`config.mk`:
```
export PLATFORM = sky130hd
export DESIGN_NAME = linebuffer_2x2_seq_ctrl
export DESIGN_NICKNAME = d
export VERILOG_FILES = /design/src/rtl/linebuffer_2x2_seq_ctrl_pkg.sv /design/src/rtl/lb_valid_delay.sv /design/src/rtl/linebuffer_2x2_seq_ctrl.sv
export SDC_FILE = /design/constraint.sdc
export NUM_CORES = 1
export LEC_CHECK = 0
export BUFFER_PORTS_ARGS = -buffer_cell sky130_fd_sc_hd__clkbuf_2
export CORE_AREA = 3 3 84 86
export DETAILED_ROUTE_END_ITERATION = 7
export DIE_AREA = 0 0 87 89
export PLACE_DENSITY = 0.62
export SYNTH_ARGS = -nofsm -noshare
export SYNTH_HDL_FRONTEND = slang
export SYNTH_SLANG_ARGS = --single-unit
```
`constraint.sdc`:
```
create_clock -name clk -period 2.75 [get_ports clk]
set_input_delay 0.275 -clock clk [delete_from_list [all_inputs] [get_ports clk]]
set_output_delay 0.275 -clock clk [all_outputs]
set_load 0.01 [all_outputs]
```
`src/rtl/linebuffer_2x2_seq_ctrl_pkg.sv`:
```
// Shared types and defaults for the 2x2 line-buffer frame sequencer.
// The optional window counter is enabled by defining LB2X2_WIN_CNT_EN.
package linebuffer_2x2_seq_ctrl_pkg;

   typedef enum logic [1:0] {
      StIdle  = 2'd0,
      StRun   = 2'd1,
      StDrain = 2'd2
   } state_e;

   localparam logic [2:0] SEL_MAX = 3'd5;

   localparam int unsigned CW_DEFAULT = 8;

   localparam int unsigned LEN1_DEF = 16;
   localparam int unsigned LEN2_DEF = 14;
   localparam int unsigned LEN3_DEF = 28;
   localparam int unsigned LEN4_DEF = 56;
   localparam int unsigned LEN5_DEF = 112;
   localparam int unsigned LEN6_DEF = 224;

   function automatic logic sel_legal(input logic [2:0] s);
      return s <= SEL_MAX;
   endfunction

endpackage

```
`src/rtl/lb_valid_delay.sv`:
```
// Depth-stage shift register aligning window strobes/indices with line-buffer latency.
// Depth=0 degenerates to a wire.
module lb_valid_delay #(
   parameter int unsigned Depth = 1,
   parameter int unsigned Width = 1
) (
   input  logic             clk,
   input  logic             rst_n,
   input  logic [Width-1:0] data_i,
   output logic [Width-1:0] data_o
);

   if (Depth == 0) begin : g_wire
      assign data_o = data_i;
   end else begin : g_pipe
      logic [Width-1:0] pipe_q [Depth];

      always_ff @(posedge clk or negedge rst_n) begin
         if (!rst_n) begin
            for (int unsigned i = 0; i < Depth; i++) pipe_q[i] <= '0;
         end else begin
            pipe_q[0] <= data_i;
            for (int unsigned i = 1; i < Depth; i++) pipe_q[i] <= pipe_q[i-1];
         end
      end

      assign data_o = pipe_q[Depth-1];
   end

endmodule

```
`src/rtl/linebuffer_2x2_seq_ctrl.sv`:
```
// Frame sequencer for the 8-lane 2x2 line-buffer bank: config handshake, raster counting,
// latency-aligned window strobes. Define LB2X2_WIN_CNT_EN to add the win_cnt output.
module linebuffer_2x2_seq_ctrl
   import linebuffer_2x2_seq_ctrl_pkg::*;
#(
   parameter int unsigned LEN1   = LEN1_DEF,
   parameter int unsigned LEN2   = LEN2_DEF,
   parameter int unsigned LEN3   = LEN3_DEF,
   parameter int unsigned LEN4   = LEN4_DEF,
   parameter int unsigned LEN5   = LEN5_DEF,
   parameter int unsigned LEN6   = LEN6_DEF,
   parameter int unsigned CW     = CW_DEFAULT,
   parameter int unsigned LB_LAT = 1
) (
   input  logic          clk,
   input  logic          rst_n,
   input  logic          cfg_start,
   input  logic [2:0]    cfg_sel,
   input  logic          cfg_stride2,
   output logic          cfg_ready,
   output logic          cfg_err,
   output logic [2:0]    sel,
   input  logic          pix_valid,
   output logic          pix_ready,
   output logic          win_valid,
   output logic [CW-1:0] win_row,
   output logic [CW-1:0] win_col,
   output logic          frame_done,
   output logic          stall_err
`ifdef LB2X2_WIN_CNT_EN
   ,output logic [2*CW-1:0] win_cnt
`endif
);

   localparam int unsigned PipeW = 2 * CW + 2;

   state_e        state_q, state_d;
   logic [2:0]    sel_q, sel_d;
   logic          stride2_q, stride2_d;
   logic [CW-1:0] w_q, w_d;
   logic [CW-1:0] row_q, row_d;
   logic [CW-1:0] col_q, col_d;
   logic          cfg_ready_q, cfg_ready_d;
   logic          pix_ready_q, pix_ready_d;
   logic          cfg_err_q, cfg_err_d;
   logic          stall_err_q, stall_err_d;

   logic [CW-1:0]    w_sel;
   logic             accept, beat, col_last, row_last, last_pix, win_hit;
   logic [CW-1:0]    win_r, win_c;
   logic [PipeW-1:0] pipe_in, pipe_out;

   always_comb begin
      case (cfg_sel)
         3'd0:    w_sel = CW'(LEN1);
         3'd1:    w_sel = CW'(LEN2);
         3'd2:    w_sel = CW'(LEN3);
         3'd3:    w_sel = CW'(LEN4);
         3'd4:    w_sel = CW'(LEN5);
         3'd5:    w_sel = CW'(LEN6);
         default: w_sel = CW'(LEN1);
      endcase
   end

   assign accept   = (state_q == StIdle) && cfg_start && sel_legal(cfg_sel);
   assign beat     = (state_q == StRun) && pix_valid;
   assign col_last = (col_q == w_q - CW'(1));
   assign row_last = (row_q == w_q - CW'(1));
   assign last_pix = beat && col_last && row_last;

   // A window closes on the bottom-right pixel of each 2x2 block.
   assign win_hit = beat && (row_q != '0) && (col_q != '0) &&
                    (!stride2_q || (row_q[0] && col_q[0]));

   always_comb begin
      win_r = '0;
      win_c = '0;
      if (win_hit) begin
         win_r = stride2_q ? (row_q >> 1) : (row_q - CW'(1));
         win_c = stride2_q ? (col_q >> 1) : (col_q - CW'(1));
      end
   end

   assign pipe_in = {last_pix, win_hit, win_r, win_c};

   lb_valid_delay #(
      .Depth(LB_LAT),
      .Width(PipeW)
   ) u_valid_delay (
      .clk   (clk),
      .rst_n (rst_n),
      .data_i(pipe_in),
      .data_o(pipe_out)
   );

   assign frame_done = pipe_out[PipeW-1];
   assign win_valid  = pipe_out[PipeW-2];
   assign win_row    = pipe_out[2*CW-1:CW];
   assign win_col    = pipe_out[CW-1:0];

   always_comb begin
      state_d     = state_q;
      sel_d       = sel_q;
      stride2_d   = stride2_q;
      w_d         = w_q;
      row_d       = row_q;
      col_d       = col_q;
      cfg_err_d   = 1'b0;
      stall_err_d = stall_err_q;

      unique case (state_q)
         StIdle: begin
            if (accept) begin
               sel_d       = cfg_sel;
               stride2_d   = cfg_stride2;
               w_d         = w_sel;
               row_d       = '0;
               col_d       = '0;
               stall_err_d = 1'b0;
               state_d     = StRun;
            end else if (cfg_start) begin
               cfg_err_d = 1'b1;
            end
         end
         StRun: begin
            if (pix_valid) begin
               if (col_last) begin
                  col_d = '0;
                  row_d = row_q + CW'(1);
               end else begin
                  col_d = col_q + CW'(1);
               end
               if (last_pix) begin
                  row_d   = '0;
                  state_d = (LB_LAT == 0) ? StIdle : StDrain;
               end
            end else if ((row_q != '0) || (col_q != '0)) begin
               // Line buffers shift regardless, so any gap after the first beat corrupts windows.
               stall_err_d = 1'b1;
            end
         end
         StDrain: begin
            if (frame_done) state_d = StIdle;
         end
         default: state_d = StIdle;
      endcase

      cfg_ready_d = (state_d == StIdle);
      pix_ready_d = (state_d == StRun);
   end

   always_ff @(posedge clk or negedge rst_n) begin
      if (!rst_n) begin
         state_q     <= StIdle;
         sel_q       <= '0;
         stride2_q   <= 1'b0;
         w_q         <= '0;
         row_q       <= '0;
         col_q       <= '0;
         cfg_ready_q <= 1'b1;
         pix_ready_q <= 1'b0;
         cfg_err_q   <= 1'b0;
         stall_err_q <= 1'b0;
      end else begin
         state_q     <= state_d;
         sel_q       <= sel_d;
         stride2_q   <= stride2_d;
         w_q         <= w_d;
         row_q       <= row_d;
         col_q       <= col_d;
         cfg_ready_q <= cfg_ready_d;
         pix_ready_q <= pix_ready_d;
         cfg_err_q   <= cfg_err_d;
         stall_err_q <= stall_err_d;
      end
   end

   assign cfg_ready = cfg_ready_q;
   assign pix_ready = pix_ready_q;
   assign cfg_err   = cfg_err_q;
   assign stall_err = stall_err_q;
   assign sel       = sel_q;

`ifdef LB2X2_WIN_CNT_EN
   logic [2*CW-1:0] win_cnt_q, win_cnt_d;

   always_comb begin
      win_cnt_d = win_cnt_q;
      if (accept)         win_cnt_d = '0;
      else if (win_valid) win_cnt_d = win_cnt_q + (2*CW)'(1);
   end

   always_ff @(posedge clk or negedge rst_n) begin
      if (!rst_n) win_cnt_q <= '0;
      else        win_cnt_q <= win_cnt_d;
   end

   assign win_cnt = win_cnt_q;
`endif

endmodule

```
==> impl_metrics.yaml, run 1 <==
run_status:
  status: "completed"
routing:
  via_per_inst: 5.32
  routed_wl_mm: 6.17
  detail_route.wl_per_cell_um: 14.5
  ant_nets: 0
  via_count: 2261
  first_iter_violations: 147
  remaining_drc_errors: 0
  drt_pass1_iterations: 4
sta:
  timing.final.crit_share_pct: 93.0
  tns_ns: 0
  setup_viol: 0
  final-hold-violation-count: 0
  fin_skew_ns: 0.00729
  worst_pin_slew_ns: 0.944
  fmax_mhz: 391
  relSlewSlack_pct: 37.1
  maxSlewViolCount: 0
  layout_min_cycle_time_ns: 2.56
setup_path:
  cp_max_fo: 7
  reg2reg_depth: 10
  worstPathRequired_ns: 2.99
  arrival_ns: 2.80
  endpoint_kind: "flop"
  cp-start-kind: "flop"
  worst-setup-path-type: "reg2reg"
floorplanning:
  io_pins: 33
  die_h_um: 89
  chipWidth_um: 87
  core_area_um2: 6350
  initial_utilization_pct: 44.7
  dieArea_um2: 7740
  rows: 29
power:
  ir_drop_uv: 384
  powerDensity_nw_per_um2: 681
  leakage_uw: 0.00151
yosys:
  yosysTopAreaCell: "dfrtp_1"
  synth_cell_types: 55
  yosys_warnings: 0
  synth_seq_cells: 51
  ys_top_cells_by_area: "dfrtp_1, xnor2_1, nor2_1"
  synth.avg_cell_area_um2: 9.05
  synth-seq-area-share_pct: 45.0
  netlist_instances: 314
  synth_nets: 327
  synth_edf_count: 0
  synthArstFlopShare_pct: 100
  yosys.area.top_type_share_pct: 44.1
  synth_area_um2: 2840
  ys.flop_type: "dfrtp_1"
clocking:
  cts-htree-levels: 2
  clk_pin_slew_ns: 0.09
  worstSkewPairLatency_ns: 0.31
  tritoncts: "done"
  holdBufCountCts: 0
  clock-sinks: 51
  cts_root_buf: "clkbuf_8"
  cts_buffers: 5
  cts_buffer_depth: 2
finish:
  final_cell_mix: "dfrtp_1, nor2_1, clkbuf_2"
  nets: 360
  syn2layout_area_growth_pct: 12.2
  fin_util_pct: 50.2
  postLayoutCellArea_um2: 3190
  insertedDiodeCount: 0
  final_common_cell: "dfrtp_1"
  drive_above_1_share_pct: 21.0
global_route:
  grt_pass1_vias: 2186
  grt_max_degree: 38
  gr-usage-all-layers_pct: 17.5
  grt_overflow: 0
  grt_pass1_wl_mm: 10.7
  antenna_found_initial: 0
placed_design:
  io_buffers: 32
  place_congestion: 0.947
  dp_hpwl_mm: 4.52
  dpl_cell_area_um2: 3080
min_path:
  min_path_type: "in2async"
run:
  cap_violations: 0
power by group:
| group | internal [uW] | total [uW] | switching [uW] | leakage (uW) |
|---|---|---|---|---|
| registers | 876 | 1010 | 136 | 0.000622 |
| clock network | 178 | 427 | 249 | 0.0000412 |
| logic | 336 | 732 | 396 | 0.000851 |
| total | 1390 | 2170 | 781 | 0.00151 |
routing by layer:
metal	vias up	share of wire (%)	global-route usage, %
met4	0	2.5	7.37
met5	-	0	0
li1	1136	-	-
met1	1050	46	23.6
met2	63	47	28.1
met3	12	4.3	2.49
cells by family (layout without fill, tap and decap cells):
logic type / Yosys count / in the layout / share of synthesized area, %
adders and majority gates: 5 / 5 / 2.20
DFF: 51 / 51 / 45.0
buffers and inverters: 30 / 64 / 4.76
xor gates and xnor gates: 30 / 30 / 9.25
AOI/OAI and AO/OA: 59 / 59 / 13.0
muxes: 1 / 1 / 0.352
and+or+nand+nor: 138 / 138 / 25.4
per-stage QoR:
step | hold slack, ns | total power [uW] | std cells | setup slack [ns]
floorplan | -0.0206 | 1530 | 314 | 0.409
global placement | 0.465 | 1750 | 415 | 0.234
detailed placement | 0.474 | 1760 | 415 | 0.143
CTS | 0.141 | 2190 | 423 | 0.123
global route | 0.177 | 2330 | 425 | -0.00295
finish | 0.0947 | 2170 | 425 | 0.192
synth_stat cells, drive strengths merged, types with 2 or more instances:
library cell,count
xor2,9
o31ai,2
or2,3
ha,5
or3,14
nor2,44
buf,7
nand2b,7
dfrtp,50
nor2b,3
nor3,7
clkbuf,11
and2,2
nand3,16
xnor2,21
inv,12
o21a,2
a211oi,2
nand4,2
nand3b,3
nor4,2
nand2,25
a22o,2
a31oi,4
and3,5
o21ai,13
a21oi,24
registers in the layout, indices dropped and copies added (netlist names), 2 cells and up:
signal and flops:
row_q 8, w_q 7, sel 3, u_valid_delay.data_o 18, col_q 8, state_q 2
critical path: stages (launching register included):
cell      delay, ns
dfrtp_2        0.44
inv_1          0.08
ha_1           0.29
nand2b_2       0.12
nor4_2         0.27
xnor2_1        0.17
nor4b_4        0.29
buf_4          0.19
nand3b_2       0.15
or3b_1         0.41
nand3_1        0.09
layout make-up:
type,instances,area (um2)
Multi-Input combinational cell,233,1430
Clock buffer,6,72.6
Tap cell,77,96.3
Sequential cell,51,1280
Inverter,12,45.0
Fill cell,608,3160
Timing Repair Buffer,44,250
Clock inverter,2,12.5
final timing paths:
path	slack [ns]	end	from
hold / removal	0.09	u_valid_delay.data_o[11]	rst_n
hold reg to reg	0.50	sel[0]	sel[0]
max in group asynchronous	1.95	u_valid_delay.data_o[12]	rst_n
setup reg to reg	0.19	row_q[2]	w_q[1]
min in group clk	0.18	stride2_q	cfg_stride2
setup / recovery	0.19	row_q[2]	w_q[1]
timing repair:
item                                    4_1_cts  5_1_grt
endpoints found under the setup margin        0        8
endpoints found under the hold margin         0        0
buffers inserted                              0        2
resized for setup                             0        2
No activity file was read; power rests on OpenSTA's default activity.
==> inputs of run 2 (changes only) <==
==> constraint.sdc (replaced) <==
create_clock -name clk -period 2.75 [get_ports clk]
set_input_delay 0.55 -clock clk [delete_from_list [all_inputs] [get_ports clk]]
set_output_delay 0.55 -clock clk [all_outputs]
set_load 0.01 [all_outputs]
==> run 2 against run 1 <==
- clock skew is 0.0015 ns lower
- cell count is 0.71% lower
- die area stayed put
- sequential share of layout area hardly changed
- utilization hardly changed
- global-route usage is 0.80 points lower
- hold slack better by 0.24 ns
- final area hardly changed
- maximum frequency hardly changed
- register-to-register slack hardly changed
- clock-buffer cell count is 1 higher
- critical endpoint is now row_q[5]
- largest cell class unchanged
==> impl_metrics.yaml, run 2 (synthesis gave the netlist of run 1 again) <==
clocking:
  clk_pin_slew_ns: 0.09
  cts_buffer_depth: 2
  clock-sinks: 51
  tritoncts: "done"
  cts_buffers: 5
  holdBufCountCts: 0
  worstSkewPairLatency_ns: 0.30
  cts_setup_buffers: 0
  cts-htree-levels: 2
  cts_root_buf: "clkbuf_8"
finish:
  nets: 357
  largest_register_ffs: 18
  fill_cells: 594
  regArea_um2: 1280
  fin_util_pct: 50.1
  final_common_cell: "dfrtp_1"
  final_cell_mix: "dfrtp_1, nor2_1, clkbuf_2"
  syn2layout_area_growth_pct: 12.1
  drive_above_1_share_pct: 20.0
  insertedDiodeCount: 0
  multi_input_area_um2: 1430
routing:
  remaining_drc_errors: 0
  via_count: 2272
  drt-met1-wl_mm: 2.90
  routed_wl_mm: 6.05
  first_iter_violations: 115
  drt_pass1_iterations: 4
  via_per_inst: 5.38
  detail_route.wl_per_cell_um: 14.3
  ant_nets: 0
  dr_wl_met3_um: 248
  wl_met2_mm: 2.80
  top_layer: "met4"
sta:
  tns_ns: 0
  grt_setup_unrepaired: "no"
  worst_pin_slew_ns: 0.633
  relSlewSlack_pct: 57.8
  layout_min_cycle_time_ns: 2.56
  setup_viol: 0
  final-hold-violation-count: 0
  fmax_mhz: 391
  timing.final.crit_share_pct: 93.1
  maxSlewViolCount: 0
  fin_skew_ns: 0.00577
setup_path:
  endpoint: "row_q[5]"
  cp_num_cells: 9
  crit_slowest_cell: "dfrtp_1"
  critical_path.top_delay_family: "compound AO/OA/AOI/OAI gates"
  worstPathRequired_ns: 2.94
  worst-setup-path-type: "reg2reg"
  critPathBufInv: 1
  endpoint_kind: "flop"
  r2r_end: "row_q[5]"
  reg2reg_depth: 9
  arrival_ns: 2.75
  cp-start-kind: "flop"
  worstReg2RegStart: "w_q[1]"
  path_cells: "inv_1 > ha_2 > and2b_2 > a221o_1 > a2111o_1 > a211oi_2 > a21oi_1 > a21boi_1 > o21ai_1"
  critical_path.max_stage_delay_ns: 0.42
  cp_max_fo: 7
  reg2reg_slack_ns: 0.19
  crit_start: "w_q[1]"
power:
  powerDensity_nw_per_um2: 704
  ir_drop_uv: 389
  total_power_uw: 2240
  leakage_uw: 0.00151
global_route:
  antenna_found_initial: 0
  grt_overflow: 0
  grt_pass1_wl_mm: 10.1
  grt_max_degree: 52
  grt_pass1_vias: 2084
  gr-usage-all-layers_pct: 16.7
placed_design:
  place_congestion: 0.929
  io_buffers: 32
  dp_hpwl_mm: 4.33
min_path:
  min_path_type: "in2async"
floorplanning:
  chipWidth_um: 87
  io_pins: 33
  rows: 29
  core_area_um2: 6350
  initial_utilization_pct: 44.7
  die_h_um: 89
  dieArea_um2: 7740
run:
  cap_violations: 0
run_status:
  status: "completed"
==> run 2: cell types whose count changed in the layout (fill, tap and decap cells not counted), sizes merged <==
cell,previous run,this run
buf,12,9
clkinv,1,0
clkinvlp,1,0
clkbuf,38,39
bufinv,0,1
==> run 2: area by class of cell <==
| class | count | share of cell area (%) |
|---|---|---|
| tap | 77 | 3.03 |
| multi-input combinational | 233 | 45.0 |
| sequential | 51 | 40.1 |
| clock inverter | 1 | 0.943 |
| timing repair buffer | 41 | 7.15 |
| clock buffer | 7 | 2.40 |
| inverter | 12 | 1.41 |
==> run 2: worst min path at each step <==
stage	slack, ns	cells past startpoint	end	from
4_1_cts	0.37	2	u_valid_delay.data_o[16]	rst_n
3_3_place_gp	0.46	2	sel[0]	sel[0]
3_5_place_dp	0.47	2	sel[0]	sel[0]
2_1_floorplan	0.25	0	cfg_err	rst_n
5_1_grt	0.39	2	u_valid_delay.data_o[16]	rst_n
6_report	0.33	2	u_valid_delay.data_o[16]	rst_n
==> run 2: timing repair <==
action,in CTS,in global routing
hold endpoints to repair,0,0
setup endpoints to repair,0,5
gates resized for setup,0,2
==> run 2: routing by layer <==
metal | vias to the layer above | GRT usage (%)
met3 | 9 | 2.21
met1 | 1081 | 22.3
met4 | 0 | 5.95
met5 | - | 0
met2 | 52 | 27.7
li1 | 1130 | -
==> run 2: report_power, final <==
group | switching [uW] | internal (uW) | leakage [uW]
clock network | 244 | 273 | 0.0000524
registers | 148 | 876 | 0.000622
logic | 377 | 324 | 0.000833
total | 769 | 1470 | 0.00151
==> run 2: per-stage QoR <==
step	setup WS, ns	instance area (um2)	instances	hold slack (ns)
final	0.191	3180	422	0.332
after global routing	0.0662	3180	422	0.386
after CTS	0.140	3180	422	0.367
after detailed placement	0.186	3070	414	0.468
after global placement	0.273	3070	414	0.464
after floorplan	0.409	2840	314	0.254
